File: config.mk
export PLATFORM = sky130hd
export DESIGN_NAME = fetch_stage
export DESIGN_NICKNAME = d
export VERILOG_FILES = /design/src/rtl/fetch_stage.sv
export SDC_FILE = /design/constraint.sdc
export NUM_CORES = 1
export LEC_CHECK = 0
export ABC_AREA = 1
export BUFFER_PORTS_ARGS = -buffer_cell sky130_fd_sc_hd__buf_2
export CAP_MARGIN = 40
export CORE_MARGIN = 2
export CORE_UTILIZATION = 55
export DETAILED_ROUTE_END_ITERATION = 8
export HOLD_SLACK_MARGIN = 0.12
export MAX_ROUTING_LAYER = met4
export PLACE_DENSITY = 0.92
export SLEW_MARGIN = 25
export SYNTH_ARGS = -nofsm -noshare
export SYNTH_HDL_FRONTEND = slang
export SYNTH_SLANG_ARGS = --single-unit
File: constraint.sdc
create_clock -name clk -period 4.5 [get_ports clk]
set_clock_uncertainty 0.2 [all_clocks]
set_input_delay 0.45 -clock clk [delete_from_list [all_inputs] [get_ports clk]]
set_output_delay 0.45 -clock clk [all_outputs]
set_load 0.02 [all_outputs]
File: src/rtl/fetch_stage.sv
// Instruction fetch stage: PC register, IF/ID pipeline latch and
// redirect handling with a sticky fault on misaligned targets.
module fetch_stage #(
    parameter int DATA_WIDTH = 32,
    parameter logic [DATA_WIDTH-1:0] RESET_VECTOR =
        DATA_WIDTH'(32'h0040_0000)
) (
    input  logic                  clk,
    input  logic                  reset,
    input  logic                  Stall_i,
    input  logic                  Redirect_i,
    input  logic [DATA_WIDTH-1:0] Target_i,
    input  logic [DATA_WIDTH-1:0] Instruction_i,
    output logic [DATA_WIDTH-1:0] PC_o,
    output logic                  IF_ID_Valid_o,
    output logic [DATA_WIDTH-1:0] IF_ID_PC_o,
    output logic [DATA_WIDTH-1:0] IF_ID_PC_Plus_4_o,
    output logic [DATA_WIDTH-1:0] IF_ID_Instruction_o,
    output logic                  Misaligned_o,
    output logic [DATA_WIDTH-1:0] Fault_Addr_o,
    output logic [31:0]           Fetch_Count_o
);

    typedef enum logic [1:0] {
        ST_BOOT = 2'd0,
        ST_RUN  = 2'd1,
        ST_HALT = 2'd2
    } state_t;

    state_t                r_state;
    state_t                w_state_nxt;

    logic [DATA_WIDTH-1:0] r_pc;
    logic                  r_valid;
    logic [DATA_WIDTH-1:0] r_if_pc;
    logic [DATA_WIDTH-1:0] r_if_pc4;
    logic [DATA_WIDTH-1:0] r_if_instr;
    logic                  r_misaligned;
    logic [DATA_WIDTH-1:0] r_fault_addr;
    logic [31:0]           r_count;

    logic [DATA_WIDTH-1:0] w_pc_nxt;
    logic                  w_valid_nxt;
    logic [DATA_WIDTH-1:0] w_if_pc_nxt;
    logic [DATA_WIDTH-1:0] w_if_pc4_nxt;
    logic [DATA_WIDTH-1:0] w_if_instr_nxt;
    logic                  w_misaligned_nxt;
    logic [DATA_WIDTH-1:0] w_fault_addr_nxt;
    logic [31:0]           w_count_nxt;

    logic [DATA_WIDTH-1:0] w_pc_plus4;
    logic                  w_aligned;

    assign w_pc_plus4 = r_pc + DATA_WIDTH'(4);
    assign w_aligned  = (Target_i[1:0] == 2'b00);

    // State register; reset always returns to BOOT.
    always_ff @(posedge clk or negedge reset) begin
        if (!reset) begin
            r_state <= ST_BOOT;
        end else begin
            r_state <= w_state_nxt;
        end
    end

    // Next-state and datapath update selection (redirect > stall > advance).
    always_comb begin
        w_state_nxt      = r_state;
        w_pc_nxt         = r_pc;
        w_valid_nxt      = r_valid;
        w_if_pc_nxt      = r_if_pc;
        w_if_pc4_nxt     = r_if_pc4;
        w_if_instr_nxt   = r_if_instr;
        w_misaligned_nxt = r_misaligned;
        w_fault_addr_nxt = r_fault_addr;
        w_count_nxt      = r_count;
        unique case (r_state)
            ST_BOOT: begin
                w_valid_nxt = 1'b0;
                w_state_nxt = ST_RUN;
            end
            ST_RUN: begin
                if (Redirect_i) begin
                    w_valid_nxt = 1'b0;
                    if (w_aligned) begin
                        w_pc_nxt = Target_i;
                    end else begin
                        w_misaligned_nxt = 1'b1;
                        w_fault_addr_nxt = Target_i;
                        w_state_nxt      = ST_HALT;
                    end
                end else if (!Stall_i) begin
                    w_if_pc_nxt    = r_pc;
                    w_if_pc4_nxt   = w_pc_plus4;
                    w_if_instr_nxt = Instruction_i;
                    w_valid_nxt    = 1'b1;
                    w_pc_nxt       = w_pc_plus4;
                    w_count_nxt    = r_count + 32'd1;
                end
            end
            ST_HALT: begin
                w_valid_nxt = 1'b0;
            end
            default: begin
                w_state_nxt = ST_BOOT;
                w_valid_nxt = 1'b0;
            end
        endcase
    end

    // PC, IF/ID latch, fault capture and fetch counter.
    always_ff @(posedge clk or negedge reset) begin
        if (!reset) begin
            r_pc         <= RESET_VECTOR;
            r_valid      <= 1'b0;
            r_if_pc      <= '0;
            r_if_pc4     <= '0;
            r_if_instr   <= '0;
            r_misaligned <= 1'b0;
            r_fault_addr <= '0;
            r_count      <= '0;
        end else begin
            r_pc         <= w_pc_nxt;
            r_valid      <= w_valid_nxt;
            r_if_pc      <= w_if_pc_nxt;
            r_if_pc4     <= w_if_pc4_nxt;
            r_if_instr   <= w_if_instr_nxt;
            r_misaligned <= w_misaligned_nxt;
            r_fault_addr <= w_fault_addr_nxt;
            r_count      <= w_count_nxt;
        end
    end

    assign PC_o                = r_pc;
    assign IF_ID_Valid_o       = r_valid;
    assign IF_ID_PC_o          = r_if_pc;
    assign IF_ID_PC_Plus_4_o   = r_if_pc4;
    assign IF_ID_Instruction_o = r_if_instr;
    assign Misaligned_o        = r_misaligned;
    assign Fault_Addr_o        = r_fault_addr;
    assign Fetch_Count_o       = r_count;

endmodule

==> results of run 1 <==
## logic make-up (layout without fill, tap and decap cells)
logic type / after synthesis / after routing / share of synthesized area
AO/OA/AOI/OAI: 120 / 120 / 0.0696
XOR/XNOR: 23 / 23 / 0.0219
adder cells (fa/ha/maj): 2 / 2 / 0.00272
buffers and inverters: 140 / 456 / 0.0639
flip-flops: 194 / 194 / 0.529
multiplexers: 8 / 8 / 0.00981
AND/OR/NAND/NOR: 669 / 669 / 0.303
## final timing paths
check / slack, ns / end / cells past startpoint / from
worst max-delay path: 1.83 / Fetch_Count_o[24] / 10 / r_state[1]
worst min-delay path: 0.16 / Fault_Addr_o[21] / 3 / Target_i[21]
worst max register to register: 1.83 / Fetch_Count_o[24] / 10 / r_state[1]
worst min register to register: 0.26 / r_state[0] / 1 / r_state[1]
max in group asynchronous: 3.03 / PC_o[22] / 3 / reset
min in group asynchronous: 0.30 / Fetch_Count_o[11] / 2 / reset
## worst max-delay path: cells and delay by family (launching register included)
family                 cells  cell delay (ns)
AND/OR/NAND/NOR            6             1.05
buffers and inverters      4             0.84
flip-flops                 1             0.40
## synthesized netlist by cell type (all sizes together)
master	count	area, µm²
xor2	16	140
and2	2	12.5
mux2	8	90.1
nor3	5	35.0
xnor2	7	61.3
ha	2	25.0
nand2	490	1870
nand4	9	56.3
clkbuf	14	52.6
nor2	105	509
o211ai	4	30.0
inv	96	363
nand3b	5	37.5
buf	30	171
a31oi	11	68.8
dfrtp	193	4830
dfstp	1	26.3
nand3	52	260
a21oi	21	116
nor4	1	6.26
o21ai	84	424
## per-layer routing
layer,vias to the layer above,part of all wire,GRT usage
met5,-,0,-
met4,0,0.041,0.142
met3,116,0.087,0.0597
met2,626,0.49,0.548
met1,4376,0.38,0.414
li1,4229,-,-
## state kept, by name (all words and copies together), names as in the netlist
name                 count
Fault_Addr_o            32
Fetch_Count_o           32
IF_ID_Instruction_o     32
IF_ID_PC_o              32
PC_o                    32
IF_ID_PC_Plus_4_o       30
r_state                  2
IF_ID_Valid_o            1
Misaligned_o             1
## where the power goes
part / switching (mW) / total, mW / internal, mW / leakage (nW)
clock: 0.764 / 1.57 / 0.806 / 0.298
combinational: 2.29 / 3.31 / 1.02 / 3.57
sequential: 0.610 / 3.04 / 2.43 / 2.44
## what timing repair did
action	in CTS	in global routing
gates resized for setup	0	0
hold buffers	61	0
endpoints found under the hold margin	99	0
## through the flow
stage	power (mW)	util	hold WS [ns]	area, µm²	instances
6_report	7.92	0.721	0.162	11900	1692
5_1_grt	8.32	0.721	0.148	11900	1692
4_1_cts	7.74	0.720	0.120	11900	1691
3_5_place_dp	6.12	0.646	0.194	10600	1598
3_3_place_gp	6.00	0.644	0.209	10600	1597
2_1_floorplan	4.89	-	-0.0456	9190	1156
## layout make-up
class | instances | area (µm²)
repair buffers | 328 | 2030
flip-flops and latches | 194 | 4860
fillers | 1189 | 4590
well taps | 220 | 275
clock buffers | 17 | 425
clock inverters | 15 | 184
multi-input cells | 822 | 3740
inverters | 96 | 363
==> summary.txt, run 1 <==
Power
  • Worst IR Drop VDD: 0.000400 V
  • Pwr per Cell Area: 667 nW/µm²
  • Lkg Pwr: 6.30 nW

Finish
  • Layout net count: 1529
  • Commonest non-fill, non-tap cell in the layout: nand2_1
  • Area Growth Syn to Fin: 29.3%
  • Antenna fix cells: 0
  • Share of layout cells above drive strength 1: 0.230
  • Most frequent cells in the layout: nand2_1, buf_2, dfrtp_1, inv_1, nor2_1

Routing
  • Post-DR wirelength/cell: 17.3 µm
  • Final wirelength: 29.2 mm
  • Vias: 9347
  • DR vias/cell: 5.52
  • DRC: 0
  • Detail Route Antenna Nets: 0
  • Pre-Repair DR Iteration Count: 6
  • DRT iter0 DRCs: 994

STA
  • Final Worst Setup Slack: 1.83 ns
  • Worst relative slew slack: 0.500
  • Max-slew violations: 0
  • Final setup vio count: 0
  • Setup TNS: 0 ns
  • Slew at the pin with the worst max-slew slack: 0.750 ns
  • Unrepaired setup endpoints after global routing: no
  • FMAX: 375 MHz
  • Fin. Hold Viols: 0
  • Fin crit period: 2.67 ns
  • Final period utilization: 0.593

Yosys
  • Netlist Area Pre-Place: 9190 µm²
  • Seq/Total Area, Yosys: 0.529
  • Seq cells post-synth: 194
  • Post-Syn Nets: 1226
  • YS warnings: 0
  • Syn Inst Count: 1156
  • Library cells used by synthesis: 33
  • Syn_area_per_cell: 7.95 µm²

Setup path
  • Worst setup path class: register to register
  • Worst Path Required: 4.62 ns
  • Setup crit start kind: register
  • Critical path fanouts, max: 68
  • Crit-path max cell delay: 0.58 ns
  • Arr. time, crit path: 2.79 ns
  • Crit-path cells: inv_1 > nand2_1 > inv_2 > nand2_4 > inv_2 > nand2_1 > nor2_4 > nand3_1 > nand2_1 > inv_1
  • Worst Setup End Kind: register
  • Most used cell, CP: nand2_1
  • CP max stage cell: inv_2

Clock tree
  • Clock root buffer: clkbuf_16
  • Clock sinks: 194
  • Postcts setup bufs: 0
  • TritonCTS clock tree: yes
  • Maximum root-to-sink buffer count: 2
  • Register clock-pin slew on the reported worst setup and hold paths: 0.08 ns
  • Htree depth: 4
  • Clock Latency Late Sink: 0.45 ns
  • Num CTS Buffers: 17

Floorplan
  • Initial core utilization: 0.558
  • Die area: 17800 µm²
  • Die Y: 133 µm
  • Die width: 133 µm
  • Total core area: 16500 µm²
  • Io pins: 262
  • Site Rows: 47

Global route
  • Vias in the first global route: 8877
  • Initial antenna violation count: 0
  • Tot GR Track Use: 0.335
  • Global route overflow: 0
  • First-pass GRT wire length: 45.4 mm
  • Pin count of the biggest net entering global routing: 90

Run
  • Max cap viols: 0

Place
  • I/O Buffers: 261
  • DP Worst Slack: 1.59 ns
  • Gpl congestion: 0.929
  • DP HPWL: 18.4 mm

Run status
  • Outcome: finished clean

Worst hold path
  • Worst hold path class: primary input to register
No activity file was read; power rests on OpenSTA's default activity.
==> run 2: changes to the inputs <==
--- a/config.mk
+++ b/config.mk
@@ -9,11 +9,11 @@
 export BUFFER_PORTS_ARGS = -buffer_cell sky130_fd_sc_hd__buf_2
 export CAP_MARGIN = 40
 export CORE_MARGIN = 2
-export CORE_UTILIZATION = 55
+export CORE_UTILIZATION = 52
 export DETAILED_ROUTE_END_ITERATION = 8
 export HOLD_SLACK_MARGIN = 0.12
 export MAX_ROUTING_LAYER = met4
-export PLACE_DENSITY = 0.92
+export PLACE_DENSITY = 0.88
 export SLEW_MARGIN = 25
 export SYNTH_ARGS = -nofsm -noshare
 export SYNTH_HDL_FRONTEND = slang
==> constraint.sdc (replaced) <==
create_clock -name clk -period 2.66 [get_ports clk]
set_clock_uncertainty 0.2 [all_clocks]
set_input_delay 0.266 -clock clk [delete_from_list [all_inputs] [get_ports clk]]
set_output_delay 0.266 -clock clk [all_outputs]
set_load 0.02 [all_outputs]
==> run 2 against run 1 <==
Against the previous run: utilization decreased by 3.2 points; critical path depth increased by 1; count of clock-buffer cells in the layout did not move; via count decreased by 2.6%; total power increased by 66%; sequential share of layout area is 0.18 points lower; highest routed layer unchanged; sequential power grew 69%; first-iteration DRC count decreased by 5.0%; register-to-register slack got worse by 1.3 ns; design area up 0.45%; largest power group unchanged; worst setup slack got worse by 1.3 ns.
==> summary.txt, run 2 (synthesis gave the netlist of run 1 again) <==
Power
  • Sequential share of power: 0.389 (+0.005)
  • Pwr per Cell Area: 1110 nW/µm² (+66%)
  • Worst IR Drop VDD: 0.000717 V (+79%)
  • Lkg Pwr: 6.34 nW (+0.56%)
  • Sw frac: 0.461 (-0.00227)
  • Int Pwr: 7.11 mW (+67%)
  • Sw Pwr: 6.07 mW (+66%)
  • Clock Power Share: 0.194 (-0.004)
  • Comb power frac: 0.417 (about the same)

Global route
  • Tot GR Track Use: 0.327 (-0.00791)
  • First-pass GRT wire length: 45.5 mm (+0.27%)
  • Global route overflow: 0 (unchanged)
  • Vias in the first global route: 8910 (+0.37%)
  • Initial antenna violation count: 0 (unchanged)
  • Pin count of the biggest net entering global routing: 87 (-3.3%)

Routing
  • Detail Route Antenna Nets: 0 (unchanged)
  • DRT iter0 DRCs: 944 (-5.0%)
  • Vias: 9104 (-2.6%)
  • DR vias/cell: 5.33 (-3.6%)
  • DRC: 0 (unchanged)
  • Post-DR wirelength/cell: 17.1 µm (-1.3%)
  • Pre-Repair DR Iteration Count: 7 (+1)
  • Final wirelength: 29.2 mm (-0.30%)

Setup path
  • Worst setup path class: register to register
  • Critical path fanouts, max: 86 (+26%)
  • Worst Path Required: 2.79 ns (-1.83 ns)
  • Worst Setup End Kind: register
  • Most used cell, CP: nand2_1
  • Setup crit start kind: register
  • Crit-path cells: inv_1 > nand2_1 > inv_2 > nand2_4 > buf_12 > nor2_1 > nand2_1 > nor2_2 > nand2_1 > nand2_1 > nand2_1
  • Crit-path max cell delay: 0.38 ns (-0.20 ns)
  • Arr. time, crit path: 2.22 ns (-0.57 ns)
  • CP max stage cell: dfrtp_1

Place
  • DP HPWL: 20.3 mm (+11%)
  • Gpl congestion: 0.945 (+1.7%)
  • DP Cell Count: 1612 (+0.88%)
  • I/O Buffers: 261 (unchanged)

Finish
  • Share of layout cells above drive strength 1: 0.233 (+0.00353)
  • Fin cells: 1709 (+1.0%)
  • Most frequent cells in the layout: nand2_1, buf_2, dfrtp_1, inv_1, nor2_1
  • Final core occ: 0.690 (-0.0315)
  • Layout net count: 1541 (+0.78%)
  • Commonest non-fill, non-tap cell in the layout: nand2_1
  • Antenna fix cells: 0 (unchanged)
  • Area Growth Syn to Fin: 29.9%
  • Fillers: 1329 (+12%)

STA
  • Max-slew violations: 0 (unchanged)
  • Slew at the pin with the worst max-slew slack: 0.535 ns (-0.215 ns)
  • Worst relative slew slack: 0.643 (+0.144)
  • Setup TNS: 0 ns (unchanged)
  • FMAX: 477 MHz (+27%)
  • Fin. Hold Viols: 0 (unchanged)
  • Final period utilization: 0.788 (+0.195)
  • Unrepaired setup endpoints after global routing: no
  • Final setup vio count: 0 (unchanged)
  • Fin crit period: 2.10 ns (-0.572 ns)
  • WHS: 0.163 ns (+0.00120 ns)

Clock tree
  • Clock root buffer: clkbuf_16
  • Register clock-pin slew on the reported worst setup and hold paths: 0.08 ns (about the same)
  • Htree depth: 4 (unchanged)
  • TritonCTS clock tree: yes
  • Clock sinks: 194 (unchanged)
  • Num CTS Buffers: 17 (unchanged)
  • Maximum root-to-sink buffer count: 2 (unchanged)
  • Clock Latency Late Sink: 0.44 ns (about the same)
  • Postcts setup bufs: 0 (unchanged)

Floorplan
  • Site Rows: 48 (+2.1%)
  • Io pins: 262 (unchanged)
  • Total core area: 17300 µm² (+5.0%)
  • Die Y: 137 µm (+2.8%)
  • Die width: 137 µm (+2.8%)
  • Die area: 18700 µm² (+5.6%)
  • Initial core utilization: 0.531 (-0.0268)

Worst hold path
  • Worst hold path class: primary input to async pin

Run
  • Max cap viols: 0 (unchanged)

Run status
  • Outcome: finished clean
## run 2: changes by cell type in the layout (fill, tap and decap cells not counted), sizes merged
cell and change:
buf +8, inv -2, bufinv -1, clkinv +3, dlygate4sd3 +4
## run 2: power groups by stage
stage                     logic, mW  clock network (mW)  registers (mW)
after floorplan                1.96                   0            6.31
after global placement         5.18                   0            5.11
after detailed placement       5.34                   0            5.11
after CTS                      5.42                2.58            5.08
after global routing           5.99                2.70            5.24
final                          5.50                2.56            5.13
## run 2: final timing paths
| check | endpoint | cells after the start | startpoint | slack [ns] |
|---|---|---|---|---|
| hold reg to reg | r_state[0] | 1 | r_state[1] | 0.24 |
| hold / removal | IF_ID_Instruction_o[31] | 2 | reset | 0.16 |
| setup / recovery | Fetch_Count_o[23] | 11 | r_state[1] | 0.56 |
| max in group asynchronous | Fault_Addr_o[9] | 3 | reset | 1.28 |
| setup reg to reg | Fetch_Count_o[23] | 11 | r_state[1] | 0.56 |
| min in group clk | IF_ID_Valid_o | 4 | Redirect_i | 0.17 |
## run 2: repair_timing
item / in CTS / in global routing
endpoints found under the hold margin: 232 / 0
endpoints found under the setup margin: 0 / 0
hold buffers: 65 / 0
resized for setup: 0 / 0
## run 2: through the flow
step           instance area, µm²  worst slack (ns)  power, mW
2_1_floorplan                9190             0.847       8.27
3_3_place_gp                10700             0.687       10.3
3_5_place_dp                10700             0.648       10.4
4_1_cts                     11900             0.594       13.1
5_1_grt                     11900             0.458       13.9
6_report                    11900             0.565       13.2
## run 2: final cells by class
class	count	area, µm²	area share
Timing Repair Buffer	340	2100	0.176
Tap cell	225	282	0.0236
Sequential cell	194	4860	0.407
Clock buffer	17	425	0.0357
Clock inverter	15	164	0.0137
Inverter	96	363	0.0304
Multi-Input combinational cell	822	3740	0.314
## run 2: metal layers
metal	GRT usage	vias up	wire length, µm
met3	0.0641	97	2870
met1	0.416	4239	11300
met4	0.140	0	1240
li1	-	4245	-
met2	0.514	523	13700
met5	-	-	0
## run 2: critical path, delay by kind of cell, from the launching register on
| kind | cells | cell delay, ns |
|---|---|---|
| and+or+nand+nor | 8 | 0.91 |
| DFF | 1 | 0.38 |
| buffers and inverters | 3 | 0.47 |
